$ cat config.mk
export PLATFORM = sky130hd
export DESIGN_NAME = serial_add_ctrl
export DESIGN_NICKNAME = d
export VERILOG_FILES = /design/src/rtl/fpu_pkg.sv /design/src/rtl/serial_add_ctrl_fa.sv /design/src/rtl/serial_add_ctrl.sv
export SDC_FILE = /design/constraint.sdc
export NUM_CORES = 1
export LEC_CHECK = 0
export CAP_MARGIN = 20
export CORE_UTILIZATION = 30
export CTS_CLUSTER_SIZE = 30
export DETAILED_ROUTE_END_ITERATION = 7
export HOLD_SLACK_MARGIN = 0.1
export SETUP_SLACK_MARGIN = 0.2
export SYNTH_ARGS = -nofsm -noshare
export SYNTH_HDL_FRONTEND = slang
export SYNTH_HIERARCHICAL = 1
export SYNTH_SLANG_ARGS = --single-unit
$ cat constraint.sdc
create_clock -name clk -period 2.2 [get_ports clk]
set_clock_uncertainty 0.1 [all_clocks]
set_input_delay 0.44 -clock clk [delete_from_list [all_inputs] [get_ports clk]]
set_output_delay 0.44 -clock clk [all_outputs]
set_load 0.1 [all_outputs]
$ cat src/rtl/fpu_pkg.sv
// Shared FPU datapath definitions: controller state encoding and counter sizing.
package fpu_pkg;

  // Sequencer states; encodings are fixed so existing decode logic keeps working.
  typedef enum logic [1:0] {
    IDLE = 2'b00,
    RUN  = 2'b01,
    FIN  = 2'b10
  } state_t;

  // Supported operand widths for the bit-serial adder.
  localparam int unsigned N_MIN = 2;
  localparam int unsigned N_MAX = 64;

  // Bits needed to count 0..v-1; never less than one bit.
  function automatic int unsigned clog2(input int unsigned v);
    int unsigned r;
    r = 0;
    for (int unsigned p = 1; p < v; p = p << 1) begin
      r = r + 1;
    end
    if (r == 0) begin
      r = 1;
    end
    return r;
  endfunction

endpackage

$ cat src/rtl/serial_add_ctrl_fa.sv
// Single-bit full-adder cell shared by the bit-serial add/subtract sequencer.
module FA (
  input  logic a,
  input  logic b,
  input  logic ci,
  output logic s,
  output logic co
);

  // Sum and carry of one bit position.
  always_comb begin
    s  = a ^ b ^ ci;
    co = (a & b) | (ci & (a ^ b));
  end

endmodule

$ cat src/rtl/serial_add_ctrl.sv
// Bit-serial add/subtract sequencer: one FA cell walks an N-bit operand pair
// LSB first, then publishes sum, carry-out and signed overflow.
module serial_add_ctrl
  import fpu_pkg::*;
#(
  parameter int unsigned N = 24
) (
  input  logic         clk,
  input  logic         rst_n,
  input  logic         START,
  input  logic         SUB,
  input  logic         ABORT,
  input  logic [N-1:0] A,
  input  logic [N-1:0] B,
  output logic         BUSY,
  output logic         DONE,
  output logic [N-1:0] S,
  output logic         COUT,
  output logic         OVF
);

  localparam int unsigned   CW       = clog2(N);
  localparam logic [CW-1:0] CNT_LAST = CW'(N - 1);

  state_t state_q, state_d;

  logic [N-1:0]  sa_q;
  logic [N-1:0]  sb_q;
  logic [N-1:0]  sh_q;
  logic          c_q;
  logic [CW-1:0] cnt_q;
  logic          cin_msb_q;

  logic [N-1:0]  s_q;
  logic          cout_q;
  logic          ovf_q;

  logic          fa_sum;
  logic          fa_carry;
  logic          last_step;

  assign last_step = (cnt_q == CNT_LAST);

  FA u_fa (
    .a  (sa_q[0]),
    .b  (sb_q[0]),
    .ci (c_q),
    .s  (fa_sum),
    .co (fa_carry)
  );

  // State register.
  always_ff @(posedge clk or negedge rst_n) begin
    if (!rst_n) begin
      state_q <= IDLE;
    end else begin
      state_q <= state_d;
    end
  end

  // Next-state: START only counts in IDLE, ABORT only outside IDLE.
  always_comb begin
    state_d = state_q;
    unique case (state_q)
      IDLE: begin
        if (START) begin
          state_d = RUN;
        end
      end
      RUN: begin
        if (ABORT) begin
          state_d = IDLE;
        end else if (last_step) begin
          state_d = FIN;
        end
      end
      FIN: begin
        state_d = IDLE;
      end
      default: begin
        state_d = IDLE;
      end
    endcase
  end

  // Status outputs decoded from the state register only.
  always_comb begin
    BUSY = (state_q != IDLE);
    DONE = (state_q == FIN);
  end

  // Operand load in IDLE and one bit-step per cycle in RUN.
  always_ff @(posedge clk or negedge rst_n) begin
    if (!rst_n) begin
      sa_q      <= '0;
      sb_q      <= '0;
      sh_q      <= '0;
      c_q       <= 1'b0;
      cnt_q     <= '0;
      cin_msb_q <= 1'b0;
    end else begin
      unique case (state_q)
        IDLE: begin
          if (START) begin
            // Subtraction is A + ~B + 1: invert B and seed the carry with SUB.
            sa_q  <= A;
            sb_q  <= B ^ {N{SUB}};
            c_q   <= SUB;
            cnt_q <= '0;
            sh_q  <= '0;
          end
        end
        RUN: begin
          if (!ABORT) begin
            sa_q <= sa_q >> 1;
            sb_q <= sb_q >> 1;
            sh_q <= {fa_sum, sh_q[N-1:1]};
            c_q  <= fa_carry;
            if (last_step) begin
              // Carry entering the MSB position, needed for signed overflow.
              cin_msb_q <= c_q;
            end else begin
              // Holding at N-1 keeps power-of-two widths from wrapping to 0.
              cnt_q <= cnt_q + 1'b1;
            end
          end
        end
        default: begin
        end
      endcase
    end
  end

  // Result registers: updated only when FIN completes without ABORT.
  always_ff @(posedge clk or negedge rst_n) begin
    if (!rst_n) begin
      s_q    <= '0;
      cout_q <= 1'b0;
      ovf_q  <= 1'b0;
    end else if ((state_q == FIN) && !ABORT) begin
      s_q    <= sh_q;
      cout_q <= c_q;
      ovf_q  <= c_q ^ cin_msb_q;
    end
  end

  assign S    = s_q;
  assign COUT = cout_q;
  assign OVF  = ovf_q;

endmodule

After elaboration in Yosys (flattened, before gate mapping)
Index checks and enable logic that the tools add are counted.
{ "op_classes": {"bitwise_logic": 8, "eq_ne": 7, "n_reduce_logical": 9, "muxes": 20, "add_sub_neg": 1} }
{ "ops": {"columns": ["op", "n"], "rows": [
  ["24-bit two-way mux", 6],
  ["24-bit case mux with 2 select lines", 3],
  ["24-bit bitwise XOR", 1],
  ["5-bit two-way mux", 3],
  ["5-bit case mux with 2 select lines", 1],
  ["2-bit two-way mux", 3],
  ["2-bit != test, second input constant", 3],
  ["3-bit AND reduction", 2],
  ["5-bit by 1-bit adder with 5-bit output, second input constant", 1],
  ["5-bit equality test, second input constant", 1],
  ["2-bit case mux with 2 select lines", 1],
  ["4-bit AND reduction", 1],
  ["2-bit nonzero test", 2],
  ["3-bit != test, second input constant", 1],
  ["1-bit bitwise XOR", 3],
  ["1-bit AND", 2],
  ["2-bit by 1-bit equality test with 1-bit output, second input constant", 1],
  ["2-bit equality test, second input constant", 1],
  ["2-bit logical NOT", 1],
  ["1-bit two-way mux", 2],
  ["1-bit case mux with 2 select lines", 1],
  ["2-bit AND reduction", 1],
  ["1-bit logical AND", 1],
  ["1-bit logical NOT", 1],
  ["other kinds (2)", 2]
]} }
{ "totals": {"regBits": 107, "wordCells": 55, "output_inout_bits": 28} }

Logic depth before layout (Yosys ltp)
{ "depth": {"word_depth": 5, "ltp_mapped": 6} }

By module
The synthesis kept the hierarchy.
{ "modules_own_cells": {"columns": ["mod", "area_each_um2", "cells_per_inst", "instances", "seq_area_each_um2"], "rows": [
  ["serial_add_ctrl", 5108.6, 399, 1, 2677.6],
  ["FA", 20.0, 1, 1, 0.0]
]} }

Worst setup path before layout
No wires, ideal clock.
{ "synth_path": {"path_type": "reg2out", "startpoint": "register state_q[0]", "endpoint": "output DONE", "path_stages_with_launch": 3, "t_required_ns": 1.660, "setup_slack_ns": -0.249, "arrival_time_ns": 1.909, "path_cell_list": "dfrtp_1 buf_2 nor2b_1"} }
{ "synth_via": {"elab_chain_cells": 1} }
{ "synth_rtl": {"columns": ["element", "line_no", "text"], "rows": [
  ["start: declaration", "serial_add_ctrl.sv:25", "state_t state_q, state_d;"],
  ["start signal: assignment", "serial_add_ctrl.sv:57", "state_q <= state_d;"],
  ["2-bit equality test", "serial_add_ctrl.sv:89", "DONE = (state_q == FIN);"],
  ["end: declaration", "serial_add_ctrl.sv:16", "output logic DONE,"]
]} }
No other way between the ends.

Worst setup path in the final report
{ "layout_path": {"startpoint": "register state_q[1]", "endpoint": "output BUSY"} }
{ "layout_via": {"elab_chain_cells": 1} }
{ "layout_rtl": {"columns": ["element", "line_no", "text"], "rows": [
  ["2-bit nonzero test", "serial_add_ctrl.sv:88", "BUSY = (state_q != IDLE);"],
  ["end: declaration", "serial_add_ctrl.sv:15", "output logic BUSY,"]
]} }
No other way between the ends.

==> flow_metrics.tcl <==
set metrics [dict create \
    whs_endpoint "sb_q[23]" \
    dr.first_iter.drc_count 139 \
    busiest_layer "met2" \
    synth_top_family_by_area "multiplexers" \
    synth_cell_types 35 \
    dp.cells 694 \
    synth.avg_cell_area_um2 12.8 \
    grtUsageMet3_pct 2.57 \
    synthCells 400 \
    place_area_um2 6250 \
    hpwlAfterDp_mm 6.88 \
    critPathKind "reg2out" \
    fillers 1574 \
    synth_edf_count 0 \
    routed_wl_mm 9.64 \
    ctsResizeCount 0 \
    slew_headroom_pct 65.0 \
    num_vias 3157 \
    cts_buffer_depth 2 \
    die_w_um 133 \
    crit_path_end_kind "primary output" \
    fp.coreArea_um2 16600 \
    clockRootBuffer "clkbuf_16" \
    max_freq_mhz 514 \
    clk_pin_slew_ns 0.07 \
    drive_above_1_share_pct 25.4 \
    wl_per_cell_um 13.5 \
    p_sw_share_pct 28.5 \
    total_power_mw 5.62 \
    status "completed" \
    grt_usage_pct 12.2 \
    drv_cap 0 \
    worstMarginPinSlew_ns 0.525 \
    seq_power_share_pct 47.7 \
    io_pins 81 \
    synth_warnings 6 \
    initial_core_util_pct 30.8 \
    fin_area_um2 6540 \
    grt_pass1_wl_mm 16.8 \
    synthToLayoutAreaGrowth_pct 27.5 \
    cp-start-kind "flip-flop" \
    drc 0 \
    rows 47 \
    synth_seq_cells 107 \
    syn_nets 455 \
    pwr-share-clk_pct 27.2 \
    synth_ff_type "dfrtp_1" \
    p_int_mw 4.02 \
    clk_latency_ns 0.35 \
    p_per_area_nw_per_um2 859 \
    rsz0062_at_grt "no" \
    drt_first_pass_iters 4 \
    cts-htree-levels 3 \
    yosysSeqAreaShare_pct 52.2 \
    fin_setup_tns_ns 0 \
    gr-total-overflow 0 \
    grt.met2_usage_pct 18.9 \
    synth_fa_ha_area_share_pct 0.634 \
    holdWs_ns 0.379 \
    final_nets 542 \
    cp_num_buf_inv 2 \
    finalMaxSlewViolations 0 \
    grt_max_degree 42 \
    grtUsageMet1_pct 16.2 \
    min_period_ns 1.95 \
    synth-xor-area-share_pct 4.27 \
    antenna_found_initial 0 \
    drt-vias-per-instance 4.43 \
    die_area_um2 17600 \
    fin_ws_ns 0.253 \
    grt_pass1_vias 3323 \
    tritoncts "built" \
    min_path_type "reg2reg" \
    synth-simple-area-share_pct 4.17 \
    cp.depth 3 \
    cp.required_ns 1.66 \
    crit_fanout 9 \
    timing.final.crit_share_pct 88.5 \
    ant_nets 0 \
    netlist_area_um2 5130 \
    r2r-end "sb_q[21]" \
    post-place-ws_ns 0.0146 \
    crit_chain "buf_4, or2_2, buf_12" \
    r2r-start "state_q[1]" \
    reg2reg_depth 4 \
    p_comb_share_pct 25.2 \
    crit_arrival_ns 1.41 \
    synth_compound_area_share_pct 2.29 \
    r2r_slack_ns 0.36 \
    layoutNonFillerInstCount 712 \
    peakVddDrop_mv 0.406 \
    hold_viol 0 \
    diodes 0 \
    fin_util_pct 39.3 \
    synth-async-reset-ratio_pct 100 \
    critical_path.top_delay_family "flip-flops" \
    synthMuxAreaShare_pct 30.3 \
    cpPeakStageDelay_ns 0.38 \
    numCtsBuffers 9 \
    switching_power_mw 1.60 \
    cp-startpoint "state_q[1]" \
    clock_sinks 107 \
    cpMaxStageDelayCell "dfrtp_1" \
    gp_congestion 0.709 \
    port_buffers 80 \
    die_h_um 133 \
    worst_hold_startpoint "sb_q[23]" \
    min_delay_path_depth 1 \
    p_leak_nw 3.02 \
    finalSetupViolations 0 \
]
layout by cell type, fill, tap and decap left out, types with 3 or more instances in the layout:
master | netlist | final
clkdlybuf4s50_1 | 0 | 51
nand2_1 | 28 | 28
xor2_1 | 13 | 13
clkbuf_16 | 0 | 9
mux2i_1 | 56 | 56
mux2_2 | 54 | 54
buf_4 | 5 | 38
xnor2_1 | 12 | 12
dfrtp_1 | 107 | 107
nand2b_1 | 3 | 3
inv_1 | 39 | 39
o32ai_1 | 3 | 3
buf_12 | 0 | 10
inv_6 | 0 | 3
clkinv_2 | 0 | 3
mux2_1 | 34 | 34
synth_stat cells (2+ instances only):
master	instances	area [um^2]
mux2_2	54	608
mux2_1	34	383
xor2_1	13	114
mux2i_1	56	561
a21oi_1	2	10.0
o32ai_1	3	26.3
nand2b_1	3	18.8
buf_2	13	65.1
dfrtp_1	107	2680
a221oi_1	2	17.5
a21o_1	2	15.0
nor2b_1	2	12.5
buf_6	6	67.6
buf_4	5	37.5
xnor2_1	12	105
inv_1	39	146
nand2_1	28	105
nand3_1	2	10.0
logic make-up after synthesis:
logic type	after synthesis
adder cells (fa/ha/maj)	2
buffers and inverters	63
AND/OR/NAND/NOR	44
AO/OA/AOI/OAI	15
multiplexers	144
XOR/XNOR	25
flip-flops	107
worst register-to-register path, stage by stage (launching register included):
cell and delay, ns:
dfrtp_1 0.38, buf_4 0.15, nand2b_1 0.37, mux2_1 0.43
mux2_1 0.30
how the worst max path moves through the flow:
stage / to / slack [ns]
after floorplan: DONE / 0.28
after CTS: BUSY / 0.23
after global routing: BUSY / 0.21
after detailed placement: sh_q[11] / 0.01
after global placement: sh_q[12] / 0.09
final: BUSY / 0.25
timing repair:
item / CTS / global route
setup endpoints to repair: 1 / 0
buffers inserted: 1 / 0
hold buffers: 1 / 0
endpoints found under the hold margin: 28 / 0
final cells by class:
type	instances	area, um^2	share of cell area (%)
timing repair buffer	100	1010	15.4
inverter	39	146	2.24
multi-input combinational	230	2160	33.0
clock buffer	9	225	3.44
tap	220	275	4.21
sequential	107	2680	40.9
clock inverter	7	50.0	0.765
per-layer routing:
layer	vias to the layer above	routed length (um)
li1	1523	-
met2	50	4520
met3	13	348
met5	-	0
met1	1571	4630
met4	0	144
state kept, by name, summed over array words and instances, names as in the netlist:
signal,flops
COUT,1
sb_q,24
sa_q,24
cnt_q,5
OVF,1
state_q,2
S,24
cin_msb_q,1
c_q,1
sh_q,24
power by group through the flow:
stage	Clock [mW]	Combinational, mW	Sequential [mW]
2_1_floorplan	0	1.05	2.66
3_3_place_gp	0	1.39	2.70
3_5_place_dp	0	1.44	2.72
4_1_cts	1.59	1.44	2.68
5_1_grt	1.67	1.58	2.74
6_report	1.53	1.41	2.68
(Power assumes the default switching activity.)
